## src/rtl/exc_pkg.sv

```systemverilog
// exc_pkg: shared types and constants for the exception controller.
//   exc_state_t   controller state (RUN, HANDLER, LOCK); encoding is visible
//                 to software through the SYS_STATE system register.
//   ES_*          decoder EStatus encodings.
//   SYS_*         MRS system-register selects.
package exc_pkg;

    typedef enum logic [1:0] {
        RUN     = 2'b00,
        HANDLER = 2'b01,
        LOCK    = 2'b10
    } exc_state_t;

    localparam logic [3:0] ES_NONE    = 4'b0000;
    localparam logic [3:0] ES_IRQ     = 4'b0001;
    localparam logic [3:0] ES_INVALID = 4'b0010;

    localparam logic [1:0] SYS_ELR   = 2'b00;
    localparam logic [1:0] SYS_ESR   = 2'b01;
    localparam logic [1:0] SYS_STATE = 2'b10;
    localparam logic [1:0] SYS_ZERO  = 2'b11;

endpackage

```

## src/rtl/exc_ctrl_irq_sync.sv

```systemverilog
// irq_sync: two-flop synchronizer for the external interrupt level.
//   clk    clock
//   reset  asynchronous active-high reset, clears both flops
//   d      asynchronous input level
//   q      synchronized level, two clk edges behind d
module irq_sync (
    input  logic clk,
    input  logic reset,
    input  logic d,
    output logic q
);

    logic meta;

    always_ff @(posedge clk or posedge reset) begin
        if (reset) begin
            meta <= 1'b0;
            q    <= 1'b0;
        end else begin
            meta <= d;
            q    <= meta;
        end
    end

endmodule

```

## src/rtl/exc_ctrl.sv

```systemverilog
// exc_ctrl: exception controller sitting behind the main decoder.
// Takes exceptions reported on EStatus, latches the return address (ERR_PC)
// and syndrome (ESR), masks the external interrupt while a handler runs, and
// locks up on a fault inside a handler (double fault) until reset.
//
// Ports:
//   clk, reset   clock, asynchronous active-high reset
//   PC           address of the instruction executing this cycle
//   EStatus      decoder status (0 none, 1 IRQ, 2 invalid, others invalid)
//   ERet         ERET executing this cycle
//   IrqReq       raw interrupt level from the device
//   ExtIRQ       masked interrupt request back to the decoder
//   IrqAck       one-cycle acknowledge to the device
//   Exc          take exception this cycle (PC mux selects ExcPC)
//   ExcPC        handler address, constant VECTOR
//   ERR_PC, ESR  exception link register and syndrome
//   SysSel       MRS select: 00 ERR_PC, 01 ESR, 10 state, 11 zero
//   SysData      combinational read of the selected register
//   Halted       double-fault lock indicator
//
// Build option: define EXC_IRQ_SYNC_EN to pass IrqReq through a two-flop
// synchronizer (two cycles of latency) instead of using it directly.
//
// Interrupt handshake: the device holds IrqReq high until it sees IrqAck.
// IrqAck pulses for exactly one cycle, the cycle after the controller takes
// the IRQ. A level still high after that pulse is masked in HANDLER and is
// seen again on the first RUN cycle after ERET.
module exc_ctrl
    import exc_pkg::*;
#(
    parameter int           N      = 64,
    parameter logic [N-1:0] VECTOR = 'h0000_0000_0000_00D8
) (
    input  logic         clk,
    input  logic         reset,
    input  logic [N-1:0] PC,
    input  logic [3:0]   EStatus,
    input  logic         ERet,
    input  logic         IrqReq,
    output logic         ExtIRQ,
    output logic         IrqAck,
    output logic         Exc,
    output logic [N-1:0] ExcPC,
    output logic [N-1:0] ERR_PC,
    output logic [3:0]   ESR,
    input  logic [1:0]   SysSel,
    output logic [N-1:0] SysData,
    output logic         Halted
);

    exc_state_t state;
    logic       irq_eff;

`ifdef EXC_IRQ_SYNC_EN
    irq_sync u_irq_sync (
        .clk   (clk),
        .reset (reset),
        .d     (IrqReq),
        .q     (irq_eff)
    );
`else
    assign irq_eff = IrqReq;
`endif

    always_ff @(posedge clk or posedge reset) begin
        if (reset) begin
            state  <= RUN;
            ERR_PC <= '0;
            ESR    <= '0;
            IrqAck <= 1'b0;
        end else begin
            IrqAck <= 1'b0;
            case (state)
                RUN: begin
                    // Any nonzero status wins over ERET.
                    if (EStatus != ES_NONE) begin
                        ESR   <= EStatus;
                        state <= HANDLER;
                        if (EStatus == ES_IRQ) begin
                            // Interrupted instruction commits; resume after it.
                            ERR_PC <= PC + N'(4);
                            IrqAck <= 1'b1;
                        end else begin
                            // Faulting instruction is retried after return.
                            ERR_PC <= PC;
                        end
                    end
                end
                HANDLER: begin
                    // Fault inside the handler keeps the original ERR_PC.
                    if (EStatus != ES_NONE) begin
                        ESR   <= EStatus;
                        state <= LOCK;
                    end else if (ERet) begin
                        state <= RUN;
                    end
                end
                LOCK: begin
                    state <= LOCK;
                end
                default: begin
                    state <= RUN;
                end
            endcase
        end
    end

    // Reset forces the combinational outputs low as well, so the core sees
    // a quiet controller for the whole reset pulse.
    always_comb begin
        Exc = 1'b0;
        case (state)
            RUN, HANDLER: Exc = (EStatus != ES_NONE);
            LOCK:         Exc = 1'b1;
            default:      Exc = 1'b0;
        endcase
        if (reset) Exc = 1'b0;
    end

    assign ExtIRQ = irq_eff & (state == RUN) & ~reset;
    assign Halted = (state == LOCK);
    assign ExcPC  = VECTOR;

    always_comb begin
        SysData = '0;
        case (SysSel)
            SYS_ELR:   SysData = ERR_PC;
            SYS_ESR:   SysData = {{(N-4){1'b0}}, ESR};
            SYS_STATE: SysData = {{(N-2){1'b0}}, state};
            default:   SysData = '0;
        endcase
    end

endmodule

```

## config.mk

```make
export PLATFORM = sky130hd
export DESIGN_NAME = exc_ctrl
export DESIGN_NICKNAME = d
export VERILOG_FILES = /design/src/rtl/exc_pkg.sv /design/src/rtl/exc_ctrl_irq_sync.sv /design/src/rtl/exc_ctrl.sv
export SDC_FILE = /design/constraint.sdc
export NUM_CORES = 1
export LEC_CHECK = 0
export BUFFER_PORTS_ARGS = -buffer_cell sky130_fd_sc_hd__clkbuf_2
export CAP_MARGIN = 30
export CELL_PAD_IN_SITES_DETAIL_PLACEMENT = 1
export CELL_PAD_IN_SITES_GLOBAL_PLACEMENT = 1
export CORE_MARGIN = 1.5
export CORE_UTILIZATION = 31
export CTS_CLUSTER_SIZE = 30
export DETAILED_ROUTE_END_ITERATION = 8
export PLACE_DENSITY = 0.83
export SETUP_SLACK_MARGIN = 0.15
export SYNTH_ARGS = -nofsm -noshare
export SYNTH_HDL_FRONTEND = slang
export SYNTH_SLANG_ARGS = --single-unit
```

## constraint.sdc

```tcl
create_clock -name clk -period 2.8 [get_ports clk]
set_clock_uncertainty 0.2 [all_clocks]
set_input_delay 0.14 -clock clk [delete_from_list [all_inputs] [get_ports clk]]
set_output_delay 0.14 -clock clk [all_outputs]
set_load 0.02 [all_outputs]
```

==> results of run 1 <==
## sequential cells by signal, summed over array words and instances, names as in the netlist
register,count
ESR,4
ERR_PC,64
state,2
IrqAck,1
## critical path: cells and delay by family
family	cells	cell delay (ps)
AND/OR/NAND/NOR	4	1370
buffers and inverters	2	720
XOR/XNOR	1	150
AO/OA/AOI/OAI	1	90
## power by group
group	total (mW)	switching (mW)	internal, mW
logic	2.94	1.95	0.985
registers	1.99	0.448	1.54
clock network	1.42	0.456	0.959
## per-stage QoR
| step | std cells | utilization (%) |
|---|---|---|
| 3_5_place_dp | 1014 | 39.5 |
| 5_1_grt | 1099 | 46.3 |
| 6_report | 1099 | 46.3 |
| 4_1_cts | 1097 | 46.2 |
| 2_1_floorplan | 664 | - |
| 3_3_place_gp | 1014 | 39.5 |
## cells by family (layout without fill, tap and decap cells)
group	count (synthesis)	after routing
multiplexers	7	7
XOR/XNOR	59	59
AND/OR/NAND/NOR	296	296
AO/OA/AOI/OAI	70	70
other	2	66
flip-flops	71	71
buffers and inverters	96	318
adder cells (fa/ha/maj)	1	1
## cells in the final DEF, fill, tap and decap left out, drive strengths merged, types with 6 or more instances in the layout
master and instances:
and2 62, and3 9, buf 19, clkbuf 219, conb 64, dfrtp 71
dlygate4sd3 67, inv 6, nand2 100, nand3 25, nand4 21, nor2 34
nor3 18, nor4 7, o21ai 62, or3 6, xnor2 31, xor2 28
## routing by layer
layer	part of all wire, %	up-vias	wire length, um	track usage (%)
li1	-	2446	-	-
met1	40	2420	7040	24.8
met2	52	176	9090	38.0
met3	4.6	39	808	3.91
met4	3.3	0	586	9.45
met5	0	-	0	0
## how the worst max path moves through the flow
| stage | startpoint | to | cells past startpoint |
|---|---|---|---|
| 5_1_grt | PC[11] | ERR_PC[60] | 9 |
| 3_5_place_dp | EStatus[2] | ERR_PC[60] | 8 |
| 4_1_cts | PC[14] | ERR_PC[61] | 8 |
| 2_1_floorplan | EStatus[1] | ERR_PC[54] | 7 |
| 3_3_place_gp | EStatus[1] | ERR_PC[60] | 8 |
| 6_report | PC[15] | ERR_PC[61] | 8 |
## cell type report
| type | instances | area share (%) |
|---|---|---|
| Sequential cell | 71 | 25.1 |
| Antenna cell | 2 | 0.0708 |
| Multi-Input combinational cell | 497 | 38.9 |
| Tap cell | 211 | 3.73 |
| Clock inverter | 6 | 1.88 |
| Timing Repair Buffer | 295 | 26.7 |
| Inverter | 7 | 0.389 |
| Clock buffer | 10 | 3.24 |
## repair_timing
item	in CTS	in global routing
resized for setup	0	2
hold endpoints to repair	87	0
hold buffers	67	0
setup endpoints to repair	0	8
==> impl.org, run 1 <==
** Outcome
- Run status :: completed

** Placement
- Placer Congestion :: 0.790
- Once placement finished, the instance area stood at 6020 sq um.
- Summed over all nets, the half-perimeter wirelength after detailed placement is 12600 um.
- Prior to clock tree synthesis, the placed netlist has a worst setup slack of 14.7 ps.
- Port Buffer Count :: 209

** Floorplan
- The floorplan has 45 rows.
- Die X :: 128 um
- Die H :: 128 um
- Io pins :: 274
- In this run the standard cell core region covers 15300 sq um.
- Starting density of the core :: 31.9%
- The die covers 16500 sq um.

** CTS
- Number of setup buffers added after CTS :: 0
- Bufs on Longest Clock Path :: 2
- The number of clock buffers added by TritonCTS is 9.
- Number of clock sinks :: 71
- The clock tree synthesis step divided the H-tree into 3 levels.
- TritonCTS built the clock tree.
- After clock tree synthesis, the clock-pin slew on the worst setup and hold paths is 60 ps.
- CTS placed an instance of sky130_fd_sc_hd__clkbuf_16 at the clock tree root.
- Clock latency on the worst-skew pair, taken at its later pin, is 340 ps.

** Setup path
- Walking the worst path, the cells encountered are dlygate4sd3_1 > clkbuf_2 > nand4_1 > or3_1 > or3_4 > nor4b_4 > xnor2_1 > o21ai_0.
- Slack of the worst reg-to-reg path :: 830 ps
- Nature of the critical path startpoint :: input pin
- Crit Path Max Fanout :: 10
- The largest single stage delay on the critical path is 560 ps.
- RR Endpoint :: ERR_PC[8]
- The critical path is of the input pin to flip-flop type.
- The worst setup path is captured at a flip-flop.
- The worst register-to-register path has a depth of 4.
- Data required time of the worst path :: 2810 ps
- The slowest stage of the critical path belongs to the cell sky130_fd_sc_hd__dlygate4sd3_1.
- In this run the critical register-to-register path is launched from state[0].
- For the worst setup path, the data arrival time is 2480 ps.

** Yosys
- Number of synthesis warnings :: 0
- Dominant synthesized flop cell :: sky130_fd_sc_hd__dfrtp_1
- Compound-cell area share of the yosys netlist :: 7.39%
- After technology mapping, the gate count stands at 602.
- Largest cells by area after synthesis :: sky130_fd_sc_hd__dfrtp_1, sky130_fd_sc_hd__buf_4, sky130_fd_sc_hd__and2_1
- In this run, synthesis inferred 0 flip-flops with an integrated enable.
- Most instantiated library cell after synthesis :: sky130_fd_sc_hd__nand2_1
- Flip-flop and latch count after synthesis :: 71
- Summed over all instances, the cell type with the most area after synthesis is sky130_fd_sc_hd__dfrtp_1.
- By count the netlist is led by sky130_fd_sc_hd__nand2_1, sky130_fd_sc_hd__dfrtp_1, sky130_fd_sc_hd__buf_4.
- Number of distinct standard cells referenced by the synthesized netlist :: 39
- The mapped netlist covers 4870 sq um.
- Of the total synthesized cell area, the portion taken by full adders, half adders and majority gates is 0.257%.
- Share of the yosys chip area belonging to registers :: 36.5%
- Avg Cell Area, Syn :: 8.10 sq um
- Largest family of logic cells by synthesized area :: simple AND/OR/NAND/NOR gates
- Portion of synthesized cell area occupied by the leading cell type :: 36.5%
- After synthesis, the share of cell area in mux cells is 1.51%.
- Basic-gate share of the synthesized area counting and, or, nand and nor cells :: 31.2%
- Async S/R FF share, synth :: 100%
- Synth Area in XOR/XNOR :: 10.6%

** Final layout
- Relative to the synthesized area, the layout overhead comes to 45.1%.
- Layout Nets :: 956
- Total of fill cells in the finished design :: 1916
- The post-route netlist has 29.1% of its cells at a drive strength greater than 1.
- Sequential cell area :: 1780 sq um
- Area of all placed cells without fillers :: 7070 sq um
- Multi-input combinational cell area :: 2750 sq um

** GRT
- Wire length of the first global-routing pass :: 27200 um
- For this run, the total global-route usage over all layers was measured as 21.2%.
- Pin count of the biggest net entering global routing :: 51
- Number of antenna violations at the first check in global routing :: 2
- After global routing the overflow that remains totals 0.
- Vias in the first global route :: 5104

** Timing
- Headroom to the max-slew limit :: 46.6%
- For the final routed database, the setup TNS stands at 0 ps.
- Fmax :: 0.405 GHz
- Measured slew at the worst slew-check pin :: 794 ps
- The max-slew violation count was 0.
- Post-route minimum period :: 2470 ps
- Setup repair after global routing left no endpoint under its margin.
- Dividing the final minimum period by the clock period gives 88.2%.
- Final Worst Setup Slack :: 331 ps
- The final number of hold-violating endpoints came to 0.
- Setup violations remaining at the end of the flow were counted as 0.
- Final Hold Slack :: 3.51 ps

** Min path
- Worst min-delay path endpoint :: ERR_PC[41]
- Class of the worst hold path :: input pin to flip-flop
- Hold Path Cell Cnt :: 3
- The worst hold path begins at PC[41].

** Routing
- Remaining DRCs :: 0
- In this run, the number of DRC markers left after iteration 0 of detailed routing was 174.
- In the routed layout, each cell is associated on average with a via count of 4.62.
- The count of nets left with antenna violations once routing finished came out at 0.
- Routed length per instance :: 15.9 um
- Pre-Repair DR Iteration Count :: 4
- Routed via count :: 5081
- DRT Wirelength :: 17500 um

** Power
- Power density normalized to cell area :: 897 nW/um^2
- The worst-case IR drop observed on VDD is 350 uV.
- Power comes to 6.34 mW.
- The analysis attributes to cell leakage a power of 3.37 nW.

** Run
- Max-cap violations in this run came to 0.
Power figures use the tool's default switching activity.
==> run 2, diff against run 1 <==
clock period = 2.5 ns   (was 2.8 ns; I/O delays follow)
==> run 2 against run 1 <==
Via count grew 0.87%. Highest routed layer unchanged. Worst hold slack gained 18 ps. Design area grew 1.8%. Clock-buffer cell count grew 3.
==> impl.org, run 2 (synthesis results as in run 1) <==
** Final layout
- Relative area change from synthesis to final layout :: 47.6%
- The count of fill cells added during filler insertion came to 1920 (+0.21%).
- Largest Register :: ERR_PC
- The largest registers in the layout are ERR_PC x64, ESR x4, state x2.
- The summed area of non-filler cells in the final layout was 7190 sq um (+1.8%).
- The sequential cell area came to 1780 sq um (unchanged).
- Antenna Cells :: 0 (-2)
- Commonest non-fill, non-tap cells in the layout :: sky130_fd_sc_hd__clkbuf_2, sky130_fd_sc_hd__nand2_1, sky130_fd_sc_hd__dfrtp_1
- The final net count is 966 (+1.0%).
- Leading cell type in the layout, fill and taps excluded :: sky130_fd_sc_hd__clkbuf_2
- The fraction of final layout cells with drive strength greater than 1 was 29.9% (+0.79 points).
- Flip-flop count of the largest register after layout :: 64 (unchanged)
- The area of the multi-input gates came to 2780 sq um (+1.1%).

** Power
- The leakage power was 3.44 nW (+2.1%).
- Worst-case vdd ir drop :: 362 uV (+3.5%)
- The total power is 7.03 mW (+11%).
- The power density over the cells is 977 nW/um^2 (+8.8%).

** Floorplan
- The row count came to 45 (unchanged).
- Die H :: 128 um (unchanged)
- The number of ports placed on the die boundary was 274 (unchanged).
- The area enclosed by the die boundary is 16500 sq um (unchanged).
- The die span in x came to 128 um (unchanged).
- Starting density of the core :: 31.9% (unchanged)
- The core area is 15300 sq um (unchanged).

** Timing
- The final setup violation count came to 0 (unchanged).
- Fmax :: 0.443 GHz
- The final number of hold-violating endpoints came to 0 (unchanged).
- The smallest clock period supported by the final layout is computed as 2260 ps.
- Setup repair after global routing left no endpoint under its margin.
- The max-slew violation count is 0 (unchanged).
- After layout, the worst path uses 90.4% of the clock period.
- Measured slew at the worst slew-check pin :: 613 ps (-181 ps)
- The headroom to the max-slew limit is 59.1% (+13 points).

** Placement
- The HPWL after detailed placement is 12900 um (+2.5%).
- The routability-driven placement congestion ratio was 0.798 (+0.99%).
- The count of port buffers added during placement is 209 (unchanged).
- The post-detailed-placement cell area is 6100 sq um (+1.2%).

** CTS
- The clock sink count is 71 (unchanged).
- The level count of the clock H-tree came to 3 (unchanged).
- Clock latency on the worst-skew pair :: 330 ps (about the same)
- The maximum buffer depth of the clock tree came to 2 (unchanged).
- Buffer type at the clock tree root :: sky130_fd_sc_hd__clkbuf_16
- Total clock buffers created by CTS :: 9 (unchanged)
- Reg clk slew, reported paths :: 60 ps (about the same)
- TritonCTS built the clock tree.

** Setup path
- Endpoint class of the critical path :: flip-flop
- Nature of the critical path startpoint :: input pin
- The top fanout value on the critical path came to 5 (-5).
- The required arrival time at the worst endpoint is 2510 ps (-300 ps).
- Arrival time of data at the critical path endpoint :: 2270 ps (-210 ps)
- The critical path is of the input pin to flip-flop type.

** Routing
- The DRC violations left was 0 (unchanged).
- The count of vias placed by the detailed router came to 5125 (+0.87%).
- The post-detailed-route count of antenna-violating nets came to 0 (unchanged).
- The detailed-route vias per instance is 4.63 (+0.14%).
- Pre-Repair DR Iteration Count :: 4 (unchanged)
- The sum of routed wire length over all layers came to 17800 um (+1.4%).
- The per-cell routed wire length was 16.0 um (+0.63%).
- The number of violations reported at the end of detailed-routing iteration 0 is 157 (-9.8%).

** GRT
- The sum of overflow across all layers after global routing came to 0 (unchanged).
- The via count of the first global-routing pass is 5154 (+0.98%).
- The initial antenna violation count was 0 (-2).
- Total global routing track utilization :: 21.1% (-0.11 points)
- Pin count of the biggest net entering global routing :: 52 (+2.0%)
- The first-pass GRT wire length was 27100 um (-0.33%).

** Outcome
- Run status :: completed

** Run
- Number of max-capacitance violations reported :: 0 (unchanged)

** Min path
- The min-delay analysis places its worst path in the category input pin to flip-flop.
[run 2: worst paths after layout]
check	from	to	slack (ps)	cells past startpoint
setup / recovery	PC[4]	ERR_PC[62]	240	8
hold / removal	PC[36]	ERR_PC[36]	20	3
setup reg to reg	state[0]	ERR_PC[56]	630	3
hold reg to reg	ERR_PC[42]	ERR_PC[42]	300	2
max in group asynchronous	reset	ERR_PC[11]	1240	4
min in group asynchronous	reset	state[1]	220	3
[run 2: layer usage]
layer	up-vias	share of wire, %	global-route usage, %
li1	2460	-	-
met1	2448	40	24.8
met2	184	52	38.4
met3	33	4.5	2.91
met4	0	2.7	9.39
met5	-	0	0
[run 2: final cells by class]
cell class | count | area share [%]
multi-input combinational | 497 | 38.6
timing repair buffer | 305 | 28.1
tap | 211 | 3.67
sequential | 71 | 24.7
clock inverter | 3 | 0.904
inverter | 7 | 0.383
clock buffer | 13 | 3.62
[run 2: critical path, cell delays in order]
cell and delay [ps]:
sky130_fd_sc_hd__dlygate4sd3_1 530, sky130_fd_sc_hd__clkbuf_2 150, sky130_fd_sc_hd__nand4_1 100, sky130_fd_sc_hd__or4_4 430
sky130_fd_sc_hd__or4b_4 610, sky130_fd_sc_hd__nor2_2 120, sky130_fd_sc_hd__xnor2_1 130, sky130_fd_sc_hd__o21ai_1 80
[run 2: through the flow]
step	hold WS [ps]	utilization (%)	setup WS [ps]	instances	TNS [ps]
2_1_floorplan	30.4	-	214	664	0
3_5_place_dp	30.6	40.0	-9.58	1019	-9.58
5_1_grt	43.2	47.2	171	1107	0
3_3_place_gp	20.0	40.0	80.5	1019	0
6_report	21.7	47.2	241	1107	0
4_1_cts	5.05	46.7	162	1105	0
[run 2: timing repair]
action                                  4_1_cts  5_1_grt
endpoints found under the setup margin        0       32
resized for setup                             0       16
hold buffers                                 70        0
buffers inserted                              0        2
endpoints found under the hold margin        99        0
[run 2: power breakdown]
part | switching, mW | internal, mW
logic | 2.20 | 1.16
clock network | 0.498 | 0.928
registers | 0.511 | 1.72
total | 3.21 | 3.81
==> run 3, diff against run 2 <==
RECOVER_POWER = 100   (was not set)
==> run 3 against run 2 <==
The run now ends with capacitance limit, slew limit left. Die area is the same. Via count decreased by 0.29%. First-iteration DRC count increased by 1.9%. Total power shrank 3.4%. Core utilization down 1.6 points. Clock-buffer cell count unchanged.
==> impl.org, run 3 (synthesis results as in run 1) <==
** Outcome
- The run finished, with violations left.
- The final reports fail on capacitance limit, slew limit.

** Routing
- The number of violations reported at the end of detailed-routing iteration 0 was 160 (+1.9%).
- The per-cell routed wire length came to 16.1 um (+0.53%).
- Uppermost signal routing layer after detailed routing :: met4
- The DRC violations left is 0 (unchanged).
- The wire length on met3 was 760 um (-3.9%).
- The sum of met2 wire segment lengths after detailed routing was 9330 um (+0.16%).
- The detailed-route vias per instance is 4.62 (-0.29%).
- The post-detailed-route count of antenna-violating nets came to 0 (unchanged).
- DRT Wirelength :: 17800 um (+0.53%)
- Met1 layer wirelength in the final routing :: 7320 um (+2.0%)
- Pre-Repair DR Iteration Count :: 4 (unchanged)
- The count of vias placed by the detailed router was 5110 (-0.29%).

** Setup path
- The count of cells along the worst register-to-register path is 4 (+1).
- The startpoint identified for the worst register-to-register timing path is state[0].
- STA classifies the critical path endpoint as a flip-flop.
- WS Path Type :: input pin to flip-flop
- The top fanout value on the critical path came to 5 (unchanged).
- In this run the worst setup path begins at PC[35].
- In this run the worst setup path terminates at ERR_PC[62].
- Slack of the worst reg-to-reg path :: 290 ps (-340 ps)
- Data required time of the worst path :: 2490 ps (-20 ps)
- Arrival time of data at the critical path endpoint :: 2310 ps (+40 ps)
- STA classifies the critical path startpoint as an input pin.
- RR Endpoint :: ERR_PC[56]

** Run
- Number of max-capacitance violations reported :: 1 (+1)

** Timing
- Max Slew Vio Count :: 32 (+32)
- The final critical delay including setup and external delays was 2310 ps (+54.7 ps).
- The worst-case setup margin in the final layout was 186 ps (-54.7 ps).
- The final setup violation count came to 0 (unchanged).
- Headroom to the max-slew limit :: -4.75% (-64 points)
- Final TNS setup :: 0 ps (unchanged)
- RSZ-0062 raised after global routing :: false
- The period utilization came to 92.6% (+2.2 points).
- Measured slew at the worst slew-check pin :: 1560 ps (+950 ps)
- The highest achievable clock rate came to 0.432 GHz (-2.4%).
- Total count of hold-check failures in the final report :: 0 (unchanged)

** Final layout
- Antenna Cells :: 0 (unchanged)
- Leading cell type in the layout, fill and taps excluded :: sky130_fd_sc_hd__clkbuf_1
- Commonest non-fill, non-tap cells in the layout :: sky130_fd_sc_hd__clkbuf_1, sky130_fd_sc_hd__nand2_1, sky130_fd_sc_hd__clkbuf_2
- In the final layout, the registers with the most flip-flops are ERR_PC x64, ESR x4, state x2.
- Share of layout cells above drive strength 1 :: 13.4% (-17 points)
- The register with the most flip-flops in the final layout is ERR_PC.
- Flip-flop count of the largest register after layout :: 64 (unchanged)
- Area of all placed cells without fillers :: 6950 sq um (-3.4%)
- The final net count came to 966 (unchanged).
- Final cell count without fillers :: 1107 (unchanged)
- Compared with the post-synthesis result, the final layout area differs by 42.6%.

** CTS
- The clock-pin slew reported for the worst setup and hold paths after clock tree synthesis came to 60 ps (about the same).
- The tree is rooted in a sky130_fd_sc_hd__clkbuf_16.
- Clock latency on the worst-skew pair :: 330 ps (about the same)
- Bufs on Longest Clock Path :: 2 (unchanged)
- The total clock buffers created by CTS was 9 (unchanged).
- The level count of the clock H-tree is 3 (unchanged).
- The clock sink count is 71 (unchanged).
- TritonCTS built the clock tree.

** Floorplan
- Die H :: 128 um (unchanged)
- Io pins :: 274 (unchanged)
- Die footprint :: 16500 sq um (unchanged)
- Die X :: 128 um (unchanged)
- Row count :: 45 (unchanged)
- CORE AREA :: 15300 sq um (unchanged)
- The initial standard-cell utilization of the core came to 31.9% (unchanged).

** Power
- Leakage :: 2.97 nW (-14%)
- Pint :: 3.58 mW (-6.0%)
- Sequential share of power :: 32.9% (+1.1 points)
- The net switching fraction of the power came to 47.2% (+1.5 points).
- Worst-case vdd ir drop :: 361 uV (-0.38%)
- The total power is 6.79 mW (-3.4%).
- Share of total power in the clock network :: 21.0% (+0.7 points)
- Power share of the combinational group :: 46.1% (-1.8 points)
- Switching component of the power :: 3.21 mW (-0.24%)
- Power density normalized to cell area :: 977 nW/um^2 (about the same)

** Placement
- The HPWL after detailed placement was 12900 um (unchanged).
- The count of port buffers added during placement came to 209 (unchanged).
- The post-detailed-placement cell area is 6100 sq um (unchanged).
- Number of instances in the placed design :: 1019 (unchanged)
- The routability-driven placement congestion ratio came to 0.798 (unchanged).
- The worst setup slack after placement came to -9.58 ps (unchanged).

** Min path
- The min-delay analysis places its worst path in the category input pin to flip-flop.

** GRT
- The largest net degree at the start of global routing came to 52 (unchanged).
- Vias in the first global route :: 5154 (unchanged)
- Overflow left after global routing :: 0 (unchanged)
- Total global routing track utilization :: 21.1% (unchanged)
- The initial antenna violation count is 0 (unchanged).
- The first-pass GRT wire length came to 27100 um (unchanged).
-- run 3: cell types whose count changed in the layout (fill, tap and decap cells not counted), sizes merged --
cell,before,now
buf,27,21
clkbuf,221,227
clkinvlp,0,1
clkinv,2,1
-- run 3: power by group through the flow --
stage	Clock (mW)	Combinational [mW]	Sequential, mW
floorplan	0	1.45	2.74
global placement	0	3.17	2.22
detailed placement	0	3.27	2.25
CTS	1.46	3.36	2.24
global route	1.51	3.43	2.31
finish	1.43	3.13	2.23
-- run 3: how the worst min path moves through the flow --
| stage | slack, ps | depth (start not counted) | startpoint | to |
|---|---|---|---|---|
| 6_report | 20 | 3 | PC[36] | ERR_PC[36] |
| 5_1_grt | 40 | 3 | PC[36] | ERR_PC[36] |
| 4_1_cts | 5 | 3 | EStatus[1] | IrqAck |
| 3_5_place_dp | 30 | 2 | reset | state[1] |
| 3_3_place_gp | 20 | 2 | reset | state[1] |
| 2_1_floorplan | 30 | 2 | PC[0] | ERR_PC[0] |
-- run 3: area by class of cell --
type,count,area (sq um)
Clock inverter,3,65.1
Timing Repair Buffer,305,1810
Multi-Input combinational cell,497,2750
Inverter,7,27.5
Clock buffer,13,260
Fill cell,1983,8310
Tap cell,211,264
Sequential cell,71,1780
-- run 3: what timing repair did --
item                       CTS  global route
hold endpoints to repair    99             0
setup buffers                0             2
setup endpoints to repair    0            32
hold buffers                70             0
resized for setup            0            16
-- run 3: worst max-delay path, cell delays in order --
cell and delay (ps):
sky130_fd_sc_hd__dlygate4sd3_1 530, sky130_fd_sc_hd__clkbuf_1 220, sky130_fd_sc_hd__nand4_1 220, sky130_fd_sc_hd__nor4_2 330, sky130_fd_sc_hd__or4b_4 560, sky130_fd_sc_hd__nor2_2 120
sky130_fd_sc_hd__xnor2_1 130, sky130_fd_sc_hd__o21ai_1 80
-- run 3: layer usage --
layer,GRT usage (%),up-vias
met3,2.91,31
li1,-,2465
met2,38.4,170
met1,24.8,2444
met4,9.39,0
met5,0,-
-- run 3: per-stage QoR --
step / util (%) / hold WS, ps
6_report: 45.6 / 21.7
5_1_grt: 45.6 / 43.2
4_1_cts: 46.7 / 5.05
3_5_place_dp: 40.0 / 30.6
3_3_place_gp: 40.0 / 20.0
2_1_floorplan: - / 30.4
